[src/rtl/aes_io_pkg.sv]
// Shared types and constants for the AES block adapter.
package aes_io_pkg;

    localparam int unsigned BLOCK_BYTES = 16;
    localparam int unsigned BYTE_IDX_W  = 4;
    localparam int unsigned BLOCK_W     = BLOCK_BYTES * 8;

    typedef enum logic [2:0] {
        StIdle,
        StLoad,
        StWait,
        StDrain,
        StHold
    } state_e;

endpackage

[src/rtl/aes_byte_shift_reg.sv]
// 128-bit register shared by serialization (top byte out) and
// deserialization (byte shifted in at the bottom).
module aes_byte_shift_reg
    import aes_io_pkg::*;
(
    input  logic               clk,
    input  logic               rst_n,
    input  logic               i_clear,
    input  logic               i_load,
    input  logic [BLOCK_W-1:0] i_load_data,
    input  logic               i_shift,
    input  logic [7:0]         i_byte,
    output logic [BLOCK_W-1:0] o_data,
    output logic [7:0]         o_top_byte
);

    logic [BLOCK_W-1:0] r_data;

    // Clear wins over load, load wins over shift.
    always_ff @(posedge clk or negedge rst_n) begin
        if (!rst_n) begin
            r_data <= '0;
        end else if (i_clear) begin
            r_data <= '0;
        end else if (i_load) begin
            r_data <= i_load_data;
        end else if (i_shift) begin
            r_data <= {r_data[BLOCK_W-9:0], i_byte};
        end
    end

    assign o_data     = r_data;
    assign o_top_byte = r_data[BLOCK_W-1 -: 8];

endmodule

[src/rtl/aes_block_io.sv]
// Host-side adapter: 128-bit handshake in, 16-byte stream to the encrypt
// unit, 16-byte burst back, 128-bit handshake out.
module aes_block_io
    import aes_io_pkg::*;
#(
    parameter int unsigned TIMEOUT_CYCLES = 1023
) (
    input  logic               clk,
    input  logic               reset,
    input  logic               in_valid,
    output logic               in_ready,
    input  logic [BLOCK_W-1:0] in_data,
    output logic               out_valid,
    input  logic               out_ready,
    output logic [BLOCK_W-1:0] out_data,
    output logic               busy,
    output logic               err,
    output logic               enc_valid_input,
    output logic [7:0]         enc_data_in,
    input  logic               enc_valid_output,
    input  logic [7:0]         enc_data_out
);

    localparam int unsigned WD_W = $clog2(TIMEOUT_CYCLES + 1);
    localparam logic [WD_W-1:0] WD_LAST = WD_W'(TIMEOUT_CYCLES - 1);
    localparam logic [BYTE_IDX_W-1:0] IDX_LAST = BYTE_IDX_W'(BLOCK_BYTES - 1);

    state_e                r_state, w_state_next;
    logic [BYTE_IDX_W-1:0] r_cnt, w_cnt_next;
    logic [WD_W-1:0]       r_wd, w_wd_next;
    logic                  r_err, w_err_next;

    logic                  w_load, w_shift, w_clear;
    logic [7:0]            w_shift_byte;
    logic [BLOCK_W-1:0]    w_data;
    logic [7:0]            w_top_byte;

    aes_byte_shift_reg u_shift_reg (
        .clk         (clk),
        .rst_n       (reset),
        .i_clear     (w_clear),
        .i_load      (w_load),
        .i_load_data (in_data),
        .i_shift     (w_shift),
        .i_byte      (w_shift_byte),
        .o_data      (w_data),
        .o_top_byte  (w_top_byte)
    );

    // State, byte counter, watchdog and sticky error registers.
    always_ff @(posedge clk or negedge reset) begin
        if (!reset) begin
            r_state <= StIdle;
            r_cnt   <= '0;
            r_wd    <= '0;
            r_err   <= 1'b0;
        end else begin
            r_state <= w_state_next;
            r_cnt   <= w_cnt_next;
            r_wd    <= w_wd_next;
            r_err   <= w_err_next;
        end
    end

    // Next-state logic and shift-register control.
    always_comb begin
        w_state_next = r_state;
        w_cnt_next   = r_cnt;
        w_wd_next    = r_wd;
        w_err_next   = r_err;
        w_load       = 1'b0;
        w_shift      = 1'b0;
        w_clear      = 1'b0;
        w_shift_byte = 8'h00;

        unique case (r_state)
            StIdle: begin
                if (in_valid) begin
                    w_load       = 1'b1;
                    w_err_next   = 1'b0;
                    w_cnt_next   = '0;
                    w_state_next = StLoad;
                end
            end
            StLoad: begin
                // Zeros shift in behind the plaintext; the unit's output is ignored here.
                w_shift    = 1'b1;
                w_cnt_next = r_cnt + 1'b1;
                if (r_cnt == IDX_LAST) begin
                    w_wd_next    = '0;
                    w_state_next = StWait;
                end
            end
            StWait: begin
                // A burst arriving on the final watchdog cycle still wins.
                if (enc_valid_output) begin
                    w_shift      = 1'b1;
                    w_shift_byte = enc_data_out;
                    w_cnt_next   = BYTE_IDX_W'(1);
                    w_state_next = StDrain;
                end else if (r_wd == WD_LAST) begin
                    w_err_next   = 1'b1;
                    w_state_next = StIdle;
                end else begin
                    w_wd_next = r_wd + 1'b1;
                end
            end
            StDrain: begin
                if (enc_valid_output) begin
                    w_shift      = 1'b1;
                    w_shift_byte = enc_data_out;
                    w_cnt_next   = r_cnt + 1'b1;
                    if (r_cnt == IDX_LAST) begin
                        w_state_next = StHold;
                    end
                end else begin
                    // Burst broke early: drop the partial ciphertext.
                    w_err_next   = 1'b1;
                    w_clear      = 1'b1;
                    w_state_next = StIdle;
                end
            end
            StHold: begin
                if (out_ready) begin
                    w_state_next = StIdle;
                end
            end
            default: begin
                w_state_next = StIdle;
            end
        endcase
    end

    // Outputs decode directly from state so they are clean straight out of reset.
    always_comb begin
        in_ready        = (r_state == StIdle);
        busy            = (r_state != StIdle);
        out_valid       = (r_state == StHold);
        out_data        = out_valid ? w_data : '0;
        enc_valid_input = (r_state == StLoad);
        enc_data_in     = enc_valid_input ? w_top_byte : 8'h00;
        err             = r_err;
    end

endmodule

[config.mk]
export PLATFORM = sky130hd
export DESIGN_NAME = aes_block_io
export DESIGN_NICKNAME = d
export VERILOG_FILES = /design/src/rtl/aes_io_pkg.sv /design/src/rtl/aes_byte_shift_reg.sv /design/src/rtl/aes_block_io.sv
export SDC_FILE = /design/constraint.sdc
export NUM_CORES = 1
export LEC_CHECK = 0
export CAP_MARGIN = 20
export CORE_ASPECT_RATIO = 0.9
export CORE_MARGIN = 2
export CORE_UTILIZATION = 48
export DETAILED_ROUTE_END_ITERATION = 8
export PLACE_DENSITY = 0.82
export SYNTH_ARGS = -nofsm -noshare
export SYNTH_HDL_FRONTEND = slang
export SYNTH_HIERARCHICAL = 1
export SYNTH_SLANG_ARGS = --single-unit
export TNS_END_PERCENT = 50
[constraint.sdc]
create_clock -name clk -period 2.4 [get_ports clk]
set_input_delay 0.72 -clock clk [delete_from_list [all_inputs] [get_ports clk]]
set_output_delay 0.72 -clock clk [all_outputs]
set_load 0.02 [all_outputs]
; ---- Yosys cells after proc, flatten, opt, wreduce, memory -nomap -nowiden
; Index checks and enable logic that the tools add are counted.
[word_totals]
reg_bits = 146
inputBits = 141
word_cells = 69
[classes]
n_addsub = 2
eq_ne = 17
n_mux = 34
reduce_logical = 11
[op_table]
columns = op, count
row1 = 2-to-1 mux 128 bit, 4
row2 = 2-to-1 mux 10 bit, 3
row3 = 2-to-1 mux 8 bit, 3
row4 = 2-to-1 mux 3 bit, 7
row5 = one-hot mux 10 bit (2 select lines), 1
row6 = one-hot mux 4 bit (4 select lines), 1
row7 = one-hot mux 3 bit (5 select lines), 1
row8 = inequality test 2 bit (second input constant), 7
row9 = 2-to-1 mux 4 bit, 3
row10 = adder 10 x 1 -> 10 bit (second input constant), 1
row11 = == test 10 bit (second input constant), 1
row12 = AND reduction 5 bit, 2
row13 = 2-to-1 mux 1 bit, 9
row14 = nonzero test 3 bit, 3
row15 = AND reduction 4 bit, 2
row16 = == test 3 x 2 -> 1 bit (second input constant), 2
row17 = inequality test 3 bit (second input constant), 2
row18 = adder 4 x 1 -> 4 bit (second input constant), 1
row19 = == test 4 bit (second input constant), 1
row20 = inequality test 2 x 1 -> 1 bit (second input constant), 2
row21 = nonzero test 4 bit, 1
row22 = == test 3 x 1 -> 1 bit (second input constant), 1
row23 = == test 3 bit (second input constant), 1
row24 = logical NOT 3 bit, 1
row25 = other kinds (4), 4

; ---- Depth between registers and ports, before layout
; Gate-level depths: netlist (run 1).
[logic_depth]
ltp_word = 6
mapped_depth = 8

; ---- By module
; Netlist (run 1), hierarchy kept.
[modules_own_cells]
columns = mod, instances, cells_per_inst, area_each_um2, seq_area_each_um2
row1 = aes_byte_shift_reg, 1, 577, 7359.6, 3203.1
row2 = aes_block_io, 1, 290, 2099.5, 450.4

; ---- Worst setup path before layout (run 1)
; Ideal clock, no wire load.
[synth_path]
path_type = register to register
start = reg r_state[2]
end = reg u_shift_reg.r_data[103] (netlist: u_shift_reg/o_data[103])
setup_ns = 0.134
t_arrival_ns = 2.087
setup_slack_ns = 0.179
path_stages_with_launch = 9
path_buffers = 3
cell_sequence = dfrtp_1 clkbuf_1 nor3_1 nand2_1 inv_1 clkbuf_1 clkbuf_1 nor2b_1 a211oi_2
[synth_via]
elab_chain_len = 4
elab_cells_between_ends = 11
[synth_lines]
columns = item, line_no
row1 = start: declaration, aes_block_io.sv:28  ; state_e r_state, w_state_next;
row2 = start signal: assignment, aes_block_io.sv:53  ; r_state <= StIdle;
row3 = start signal: assignment, aes_block_io.sv:58  ; r_state <= w_state_next;
row4 = logical NOT 3 bit *, -
row5 = named net in_ready, aes_block_io.sv:11  ; output logic in_ready,
row6 = 2-to-1 mux 1 bit *, aes_block_io.sv:76  ; unique case (r_state)
row7 = named net w_load, aes_block_io.sv:33  ; logic w_load, w_shift, w_clear;
row8 = 2-to-1 mux 128 bit, aes_byte_shift_reg.sv:25  ; end else if (i_load) begin
row9 = 2-to-1 mux 128 bit, aes_byte_shift_reg.sv:23  ; end else if (i_clear) begin
row10 = end signal: assignment, aes_byte_shift_reg.sv:26  ; r_data <= i_load_data;
row11 = end signal: assignment, aes_byte_shift_reg.sv:28  ; r_data <= {r_data[BLOCK_W-9:0], i_byte};
row12 = end: declaration, aes_byte_shift_reg.sv:17  ; logic [BLOCK_W-1:0] r_data;
; The timed path passes the listed nets; every way through them passes the cells marked *.
; A chain may end at the register's enable or synchronous reset.

; ---- Final worst setup path (run 1)
[layout_path]
start = reg r_state[2]
end = out enc_data_in[5]
[layout_via]
elab_chain_len = 2
[layout_lines]
columns = item, line_no
row1 = == test 3 x 1 -> 1 bit, aes_block_io.sv:140  ; enc_valid_input = (r_state == StLoad);
row2 = 2-to-1 mux 8 bit, aes_block_io.sv:141  ; enc_data_in = enc_valid_input ? w_top_byte : 8'h00;
row3 = end: declaration, aes_block_io.sv:19  ; output logic [7:0] enc_data_in,
; No other way between the ends.

==> results of run 1 <==
==> logic make-up (layout without fill, tap and decap cells) <==
kind of cell	count (synthesis)	after routing	share of synthesized area, %
compound gates	149	149	18.0
fa+ha+maj	3	3	0.397
mux	134	134	14.2
xor+xnor	2	2	0.185
flops	146	146	38.6
buf+inv	103	381	7.05
simple gates	330	330	21.6
==> sequential cells by signal (all words and copies together), names as in the netlist <==
| register | count |
|---|---|
| r_cnt | 4 |
| err | 1 |
| r_wd | 10 |
| r_state | 3 |
| u_shift_reg/o_data | 128 |
==> placed cells by master (no fill, tap or decap), types with 3 or more instances in the layout <==
| master | instances |
|---|---|
| sky130_fd_sc_hd__nor2_4 | 3 |
| sky130_fd_sc_hd__nand3_1 | 6 |
| sky130_fd_sc_hd__nor2_1 | 4 |
| sky130_fd_sc_hd__dfrtp_1 | 145 |
| sky130_fd_sc_hd__clkinv_2 | 3 |
| sky130_fd_sc_hd__inv_1 | 4 |
| sky130_fd_sc_hd__a21oi_1 | 7 |
| sky130_fd_sc_hd__clkbuf_16 | 19 |
| sky130_fd_sc_hd__buf_6 | 20 |
| sky130_fd_sc_hd__or4_1 | 4 |
| sky130_fd_sc_hd__clkbuf_1 | 3 |
| sky130_fd_sc_hd__nor3_1 | 4 |
| sky130_fd_sc_hd__a211oi_1 | 8 |
| sky130_fd_sc_hd__clkdlybuf4s50_1 | 140 |
| sky130_fd_sc_hd__mux2i_1 | 133 |
| sky130_fd_sc_hd__and2_4 | 4 |
| sky130_fd_sc_hd__buf_12 | 30 |
| sky130_fd_sc_hd__nand2_1 | 12 |
| sky130_fd_sc_hd__nor2b_1 | 129 |
| sky130_fd_sc_hd__nand2b_1 | 5 |
| sky130_fd_sc_hd__buf_2 | 63 |
| sky130_fd_sc_hd__nor4_1 | 3 |
| sky130_fd_sc_hd__o31ai_1 | 4 |
| sky130_fd_sc_hd__clkinvlp_4 | 3 |
| sky130_fd_sc_hd__ha_1 | 3 |
| sky130_fd_sc_hd__and3_1 | 118 |
| sky130_fd_sc_hd__and3_4 | 11 |
| sky130_fd_sc_hd__buf_4 | 86 |
| sky130_fd_sc_hd__and2_1 | 13 |
| sky130_fd_sc_hd__a211oi_2 | 120 |
==> timing repair <==
| item | in CTS | in global routing |
|---|---|---|
| pin swaps | 1 | 3 |
| buffers inserted | 7 | 3 |
| hold buffers | 0 | 0 |
| setup endpoints to repair | 140 | 138 |
| resized for setup | 594 | 94 |
| gates cloned | 3 | 4 |
==> cells in the mapped netlist, drive strengths merged, types with 2 or more instances <==
master,count,area (um2)
and2,17,106
mux2i,133,1330
dfrtp,146,3650
a21oi,7,35.0
nor2,8,32.5
nor2b,129,807
nand2b,6,37.5
nand2,13,51.3
and3,129,807
ha,3,37.5
nor4,4,31.3
inv,6,22.5
buf,52,475
xnor2,2,17.5
nor3,6,41.3
nand3,6,30.0
or4,4,30.0
clkbuf,45,169
a211oi,128,1560
o31ai,4,30.0
o21ai,2,10.0
nand4,3,25.0
==> path summary, 6_finish.rpt <==
path                                                 endpoint  slack [ns]
max                                            enc_data_in[5]      -0.007
min                                       r_wd[5]$_DFFE_PN0P_        0.18
max reg2reg                u_shift_reg/o_data[80]$_DFFE_PN0P_        0.21
min reg2reg                               r_wd[4]$_DFFE_PN0P_        0.53
max in group asynchronous  u_shift_reg/o_data[92]$_DFFE_PN0P_        1.55
min in group clk                          r_wd[4]$_DFFE_PN0P_        0.53
==> report_power, final <==
group          leakage, nW  switching [W]  internal (W)  total [W]
Combinational         4.57        0.00316       0.00397    0.00712
Sequential            1.74        0.00114       0.00368    0.00482
Clock                0.265        0.00105       0.00155    0.00260
==> critical path: cells and delay by family (launching register included) <==
kind / cells / cell delay [ns]
buffers and inverters: 2 / 0.29
AND/OR/NAND/NOR: 3 / 0.44
flip-flops: 1 / 0.53
==> metal layers <==
| layer | GRT usage, % | vias up | wire length [um] |
|---|---|---|---|
| met5 | 0 | - | 13 |
| met4 | 8.77 | 2 | 731 |
| met3 | 6.20 | 48 | 1560 |
| met2 | 45.3 | 265 | 14400 |
| met1 | 34.0 | 3918 | 12300 |
| li1 | - | 3679 | - |
==> through the flow <==
stage               TNS, ns  total power (W)
floorplan                 0          0.00983
global placement      -1.16           0.0113
detailed placement    -6.28           0.0115
CTS                 -0.0177           0.0143
global route          -7.90           0.0153
finish              -0.0215           0.0145
==> layout make-up <==
class                   count  area, um2
fillers                  1469       6120
well taps                 250        313
clock buffers              21        450
clock inverters             9        110
repair buffers            345       3340
multi-input cells         618       5260
inverters                   6       28.8
flip-flops and latches    146       3660
==> out/results.md, run 1 <==
| Quantity | This run |
|:---|:---|
| Nature of the critical path endpoint | output pin |
| Finish-stage setup viols | 4 |
| Fmax achieved | 0.415 GHz |
| Post-synthesis instance area | 9460 um2 |
| Floorplan die area | 20,800 um2 |
| Leakage power total | 6.58 nW |
| FP Rows | 48 |
| Via count | 7,912 |
| Share of final-layout standard cells stronger than drive strength 1 | 33.5% |
| Placeable core area | 19,300 um2 |
| Source-to-sink clock delay at the later pin of the worst-skew pair | 0.42 ns |
| WS Path Type | flop to output pin |
| Syn Nets | 1,011 |
| Maximum number of pins on one net before global-route repair | 58 |
| Final weighted congestion of routability-driven global placement | 0.854 |
| Flops & latches, synth | 146 |
| Number of antenna cells inserted | 0 |
| Per-instance average area after synthesis | 10.9 um2 |
| Die X | 152 um |
| Startpoint class of the critical path | flop |
| Pre-antenna DRT Iters | 4 |
| Hold Slack | 0.175 ns |
| Result of the run | finished, violations left |
| Die H | 137 um |
| Clock transition time at the flip-flop clock pins of the worst setup and hold paths | 0.06 ns |
| Antenna viol nets, final | 0 |
| Share of async-settable or async-resettable flops after synthesis | 100% |
| Worst vdd ir | 0.000583 V |
| Non-filler cells, final | 1,395 |
| Number of max-capacitance violations reported | 0 |
| Slowest CP cell | sky130_fd_sc_hd__dfrtp_4 |
| Predominant post-synthesis flop cell | sky130_fd_sc_hd__dfrtp_1 |
| Required time of the critical path | 1.68 ns |
| Period minus WS final | 2.41 ns |
| H-tree depth | 4 |
| Setup repair after global routing missed its margin | yes |
| Setup slack at placement | -0.116 ns |
| Crit path arrival time | 1.69 ns |
| Count of buffers from port buffering | 281 |
| Starting utilization of the core area | 49.1% |
| Count of mapped cells out of synthesis | 867 |
| Final Hold Fails | 0 |
| TritonCTS clock tree | built |
| Clock Tree Root | sky130_fd_sc_hd__clkbuf_16 |
| Area growth from synthesis to layout | 39.1% |
| Startpoint of the worst setup timing path | r_state[2]$_DFFE_PN0P_ |
| Number of ports placed on the die boundary | 282 |
| Total CTS buffers | 17 |
| Vias in the first global route | 7,936 |
| Buffer depth of the longest clock path | 2 |
| Initial DRC count | 426 |
| Sequential cell area fraction in the yosys report | 38.6% |
| Cell count after placement | 1,349 |
| Min-delay worst type | input port to async pin |
| Average detailed-routed wire length per instance | 20.9 um |
| Count of warnings emitted by yosys | 6 |
| Number of flops mapped to enable cells by yosys | 0 |
| Post-layout nets | 1,278 |
| Post-DP HPWL | 19.1 mm |
| Violations in the final reports | negative setup slack |
| Max-slew violation count | 0 |
| Final worst path period share | 100% |
| Total GRT Usage | 26.7% |
| Largest clock skew in the final design | 0.00899 ns |
| Wire length of the first global-routing pass | 44.2 mm |
| Cell Area, Placed | 12,700 um2 |
| Final design utilization | 68.2% |
| Initial antenna violation count | 1 |
| Power Dens Cells | 1110 nW/um2 |
| Transition time at the pin with the least slew margin | 0.605 ns |
| Slowest cell delay on critical path | 0.53 ns |
| Post-Layout Inst Area | 13,200 um2 |
| Count of cell types in the netlist | 46 |
| Worst slew margin | 59.3% |
| Cells traversed along the worst timing path | nand2b_4 > nor2_4 > buf_2 > and2_1 > buf_4 |
| Worst setup margin | -0.00675 ns |
| DRT Wirelength | 29.1 mm |
| Via/cell ratio | 5.67 |
| # clock sinks | 146 |
| Total gr overflow | 0 |
| Worst R2R Start | r_state[2]$_DFFE_PN0P_ |
| CP Max Fanout | 5 |
| Reg2Reg Depth | 8 |
| Residual DRC count | 0 |
No activity file was read; power rests on OpenSTA's default activity.
==> inputs of run 2 (changes only) <==
--- a/config.mk
+++ b/config.mk
@@ -8,9 +8,10 @@
 export CAP_MARGIN = 20
 export CORE_ASPECT_RATIO = 0.9
 export CORE_MARGIN = 2
-export CORE_UTILIZATION = 48
+export CORE_UTILIZATION = 45
+export CTS_CLUSTER_SIZE = 14
 export DETAILED_ROUTE_END_ITERATION = 8
-export PLACE_DENSITY = 0.82
+export PLACE_DENSITY = 0.78
 export SYNTH_ARGS = -nofsm -noshare
 export SYNTH_HDL_FRONTEND = slang
 export SYNTH_HIERARCHICAL = 1
==> run 2 against run 1 <==
  * Register-to-register slack improved by 0.10 ns
  * Critical path depth unchanged
  * Power decreased by 0.18%
  * Combinational power decreased by 3%
  * Worst setup slack improved by 0.022 ns
  * Critical endpoint is now out_data[65]
  * The run now ends clean
  * Cell count increased by 2.9%
  * Sequential share of layout area decreased by 0.94 points
==> out/results.md, run 2 (synthesized netlist as in run 1, its figures left out) <==
| Quantity | This run |
|:---|:---|
| Finish-stage setup viols | 0 |
| Number of antenna cells inserted | 0 |
| Wire length of the first global-routing pass | 45.5 mm |
| WS Path Type | flop to output pin |
| Maximum number of pins on one net before global-route repair | 75 |
| Post-layout nets | 1,281 |
| Startpoint class of the critical path | flop |
| Setup slack at placement | -0.0513 ns |
| Commonest cells after routing, fill and taps aside | sky130_fd_sc_hd__dfrtp_1 (145), sky130_fd_sc_hd__clkdlybuf4s50_1 (140), sky130_fd_sc_hd__mux2i_1 (133) |
| Number of ports placed on the die boundary | 282 |
| Final weighted congestion of routability-driven global placement | 0.845 |
| Floorplan die area | 22,200 um2 |
| Die H | 142 um |
| Startpoint of the worst setup timing path | r_state[0]$_DFFE_PN0P_ |
| CP Max Fanout | 20 |
| Source-to-sink clock delay at the later pin of the worst-skew pair | 0.42 ns |
| Vias in the first global route | 8,226 |
| Worst vdd ir | 0.000555 V |
| FF-to-FF End | r_wd[8]$_DFFE_PN0P_ |
| Number of max-capacitance violations reported | 0 |
| Total CTS buffers | 17 |
| Count of buffers from port buffering | 281 |
| Power Dens Cells | 1070 nW/um2 |
| Crit path arrival time | 1.66 ns |
| Largest register FFs | 128 |
| Worst R2R Start | r_state[2]$_DFFE_PN0P_ |
| Cell count after placement | 1,395 |
| Most common library cell in the layout ignoring fill and taps | sky130_fd_sc_hd__dfrtp_1 |
| Total negative setup slack | 0 ns |
| # clock sinks | 146 |
| Post-DP HPWL | 19.5 mm |
| Min-delay worst type | input port to async pin |
| Reg2Reg Depth | 6 |
| Post-Layout Inst Area | 13,600 um2 |
| FP Rows | 50 |
| Setup repair after global routing missed its margin | yes |
| Area growth from synthesis to layout | 43.9% |
| Share of final-layout standard cells stronger than drive strength 1 | 33.8% |
| Max-slew violation count | 0 |
| Via count | 7,978 |
| Buffer depth of the longest clock path | 2 |
| Cell Area, Placed | 12,900 um2 |
| Via/cell ratio | 5.56 |
| Fmax achieved | 0.419 GHz |
| Period minus WS final | 2.38 ns |
| Clock Tree Root | sky130_fd_sc_hd__clkbuf_16 |
| Antenna viol nets, final | 0 |
| Placeable core area | 20,700 um2 |
| Total GRT Usage | 26.1% |
| H-tree depth | 4 |
| TritonCTS clock tree | built |
| Result of the run | completed |
| Initial DRC count | 482 |
| Pre-antenna DRT Iters | 5 |
| Initial antenna violation count | 1 |
| Worst slew margin | 55.5% |
| Transition time at the pin with the least slew margin | 0.662 ns |
| Leakage power total | 6.64 nW |
| Die X | 157 um |
| Required time of the critical path | 1.68 ns |
| Worst setup margin | 0.0153 ns |
| Final Hold Fails | 0 |
| Nature of the critical path endpoint | output pin |
| Residual DRC count | 0 |
| Average detailed-routed wire length per instance | 20.6 um |
| DRT Wirelength | 29.6 mm |
| Final worst path period share | 99.4% |
| Largest clock skew in the final design | 0.00780 ns |
| Non-filler cells, final | 1,436 |
| Worst reg2reg setup slack | 0.31 ns |
| Starting utilization of the core area | 45.7% |
| Clock transition time at the flip-flop clock pins of the worst setup and hold paths | 0.06 ns |
| Total gr overflow | 0 |
run 2: how the worst max path moves through the flow:
stage	end	slack, ns	cells after the start
3_5_place_dp	u_shift_reg/o_data[107]$_DFFE_PN0P_	-0.05	7
6_report	out_data[65]	0.02	5
5_1_grt	out_valid	-0.07	5
3_3_place_gp	u_shift_reg/o_data[114]$_DFFE_PN0P_	-0.01	7
2_1_floorplan	u_shift_reg/o_data[103]$_DFFE_PN0P_	0.18	8
4_1_cts	out_data[73]	-0.08	5
run 2: timing repair:
action                                  in CTS  in global routing
setup buffers                                4                  0
gates resized for setup                    563                200
endpoints found under the setup margin     140                108
pin swaps                                    1                  1
gates cloned                                 4                  2
hold buffers                                 0                  0
run 2: layout make-up:
class	instances	area (um2)
clock inverters	12	148
fillers	1650	7090
well taps	286	358
inverters	6	28.8
flip-flops and latches	146	3660
multi-input cells	618	5260
clock buffers	20	457
repair buffers	348	3700
run 2: power by group:
part / leakage [nW] / total, W / switching [W] / internal [W]
registers: 1.74 / 0.00485 / 0.00116 / 0.00368
clock network: 0.290 / 0.00273 / 0.00112 / 0.00161
logic: 4.61 / 0.00694 / 0.00308 / 0.00386
run 2: layer usage:
metal | routed length [um] | part of all wire [%] | GRT usage [%]
met4 | 587 | 2.0 | 8.84
met1 | 12500 | 42 | 34.3
met3 | 1660 | 5.6 | 5.44
met2 | 14900 | 50 | 43.1
met5 | 15 | 0.051 | 0
run 2: worst max-delay path: stages, from the launching register on:
cell	delay, ns
sky130_fd_sc_hd__dfrtp_1	0.41
sky130_fd_sc_hd__nor2_4	0.15
sky130_fd_sc_hd__buf_12	0.18
sky130_fd_sc_hd__buf_16	0.16
sky130_fd_sc_hd__and3_1	0.21
sky130_fd_sc_hd__buf_6	0.13
run 2: metrics by stage:
step	hold WS, ns	total power, W	utilization [%]
3_3_place_gp	0.511	0.0114	62.1
2_1_floorplan	0.424	0.00983	-
6_report	0.229	0.0145	65.8
3_5_place_dp	0.540	0.0117	62.1
5_1_grt	0.247	0.0153	65.8
4_1_cts	0.243	0.0144	63.4
==> edit: new RTL, settings of run 2 <==
Re-encode `state_e` (5 states) as one-hot, 5 bits wide.
--- a/src/rtl/aes_io_pkg.sv
+++ b/src/rtl/aes_io_pkg.sv
@@ -5,12 +5,12 @@
     localparam int unsigned BYTE_IDX_W  = 4;
     localparam int unsigned BLOCK_W     = BLOCK_BYTES * 8;
 
-    typedef enum logic [2:0] {
-        StIdle,
-        StLoad,
-        StWait,
-        StDrain,
-        StHold
+    typedef enum logic [4:0] {
+        StIdle  = 5'b00001,
+        StLoad  = 5'b00010,
+        StWait  = 5'b00100,
+        StDrain = 5'b01000,
+        StHold  = 5'b10000
     } state_e;
 
 endpackage
Check against the original RTL: same outputs for any inputs over 4 cycles, from zero or initial values and one cycle with reset low; so few cycles prove little.
==> edit against run 2 <==
  * Routed wire length shrank 2.4%
  * Cell count rose by 2.2%
  * Sequential cell count is 2 higher
  * Synthesized cell count rose by 0.23%
  * The flow now finishes with violations (negative setup slack)
  * Critical path depth increased by 1
  * Worst setup slack worse by 0.32 ns
  * Sequential share of layout area fell by 0.56 points
  * Critical path type unchanged
  * Design area rose by 3.5%
  * Largest power group unchanged
  * Power is 3.2% lower
  * Critical endpoint is now out_data[82]
  * Area after synthesis increased by 0.69%
  * Largest cell class unchanged
==> edit: results (changes against run 2) <==
status: "finished, violations left"  # was complete, no violations
violations: "negative setup slack"
fillCellCount: 1668  # was 1650
cp_max_fo: 8  # was 20
hpwl_um: 19500  # about the same
netlist_top_cells_area: "dfrtp_1, a211oi_2, mux2i_1"  # unchanged
final_nets: 1313  # was 1281
drt_wl_total_um: 28900  # was 29600 um
max_stage_delay_ns: 0.56  # was 0.41 ns
synth_fp_nets: 1013  # was 1011
setup_ws_ns: -0.303  # was 0.0153 ns
drive_above_1_share_pct: 37.1  # was 33.8%
wl_met1_um: 12300  # was 12500 um
finalClockSkew_ns: 0.0112  # was 0.00780 ns
dp.cells: 1419  # was 1395
grt_pass1_wl_um: 43200  # was 45500 um
dr_wl_met3_um: 1560  # was 1660 um
gr-usage-met2_pct: 42.5  # was 43.1%
use_met3_pct: 5.66  # was 5.44%
swShare_pct: 34.1  # was 36.9%
synth_cells: 869  # was 867
gp_congestion: 0.837  # was 0.845
grt_pass1_vias: 7836  # was 8226
track_usage_pct: 24.9  # was 26.1%
setup_viol: 140  # was 0
grt_max_degree: 62  # was 75
stdcell_count: 1468  # was 1436
regArea_mm2: 0.00370  # was 0.00366 mm^2
peakVddDrop_uv: 455  # was 555 uV
p_leak_nw: 5.74  # was 6.64 nW
==> edit: repair_timing <==
item / 4_1_cts / 5_1_grt
setup endpoints to repair: 140 / 200
buffers inserted: 2 / 7
pin swaps: 0 / 7
resized for setup: 240 / 544
cloned: 2 / 6
==> edit: cells by family after synthesis <==
group,synth area share [%]
muxes,13.8
adders and majority gates,0.394
and+or+nand+nor,21.9
AOI/OAI and AO/OA,17.9
xor gates and xnor gates,0.644
buffers and inverters,6.41
DFF,38.9
==> edit: cell type report <==
type | count | area share [%]
diodes | 1 | 0.0178
repair buffers | 365 | 27.9
inverters | 6 | 0.195
well taps | 286 | 2.54
flip-flops and latches | 148 | 26.3
clock buffers | 19 | 3.07
clock inverters | 12 | 1.79
multi-input cells | 631 | 38.2
==> edit: power groups by stage <==
stage / clock, W / sequential [W] / combinational [W]
6_report: 0.00316 / 0.00474 / 0.00615
5_1_grt: 0.00334 / 0.00486 / 0.00662
4_1_cts: 0.00320 / 0.00469 / 0.00600
3_5_place_dp: 0 / 0.00472 / 0.00597
3_3_place_gp: 0 / 0.00469 / 0.00583
2_1_floorplan: 0 / 0.00423 / 0.00478
==> edit: worst paths after layout <==
kind,cells after the start,from,slack (ns),end
max reg2reg,13,r_state[1],0,u_shift_reg/o_data[126]
min in group clk,2,err,0.53,err
max in group asynchronous,2,reset,1.46,u_shift_reg/o_data[21]
max,6,r_state[0],-0.30,out_data[82]
min reg2reg,2,err,0.53,err
min,1,reset,0.27,u_shift_reg/o_data[37]
==> edit: stage by stage <==
step | setup TNS (ns) | hold WS, ns | setup WS, ns
final | -28.81 | 0.265 | -0.303
after global routing | -37.05 | 0.292 | -0.351
after CTS | -58.89 | 0.274 | -0.628
after detailed placement | -43.31 | 0.509 | -0.224
after global placement | -37.54 | 0.509 | -0.201
after floorplan | 0 | 0.424 | 0.0919
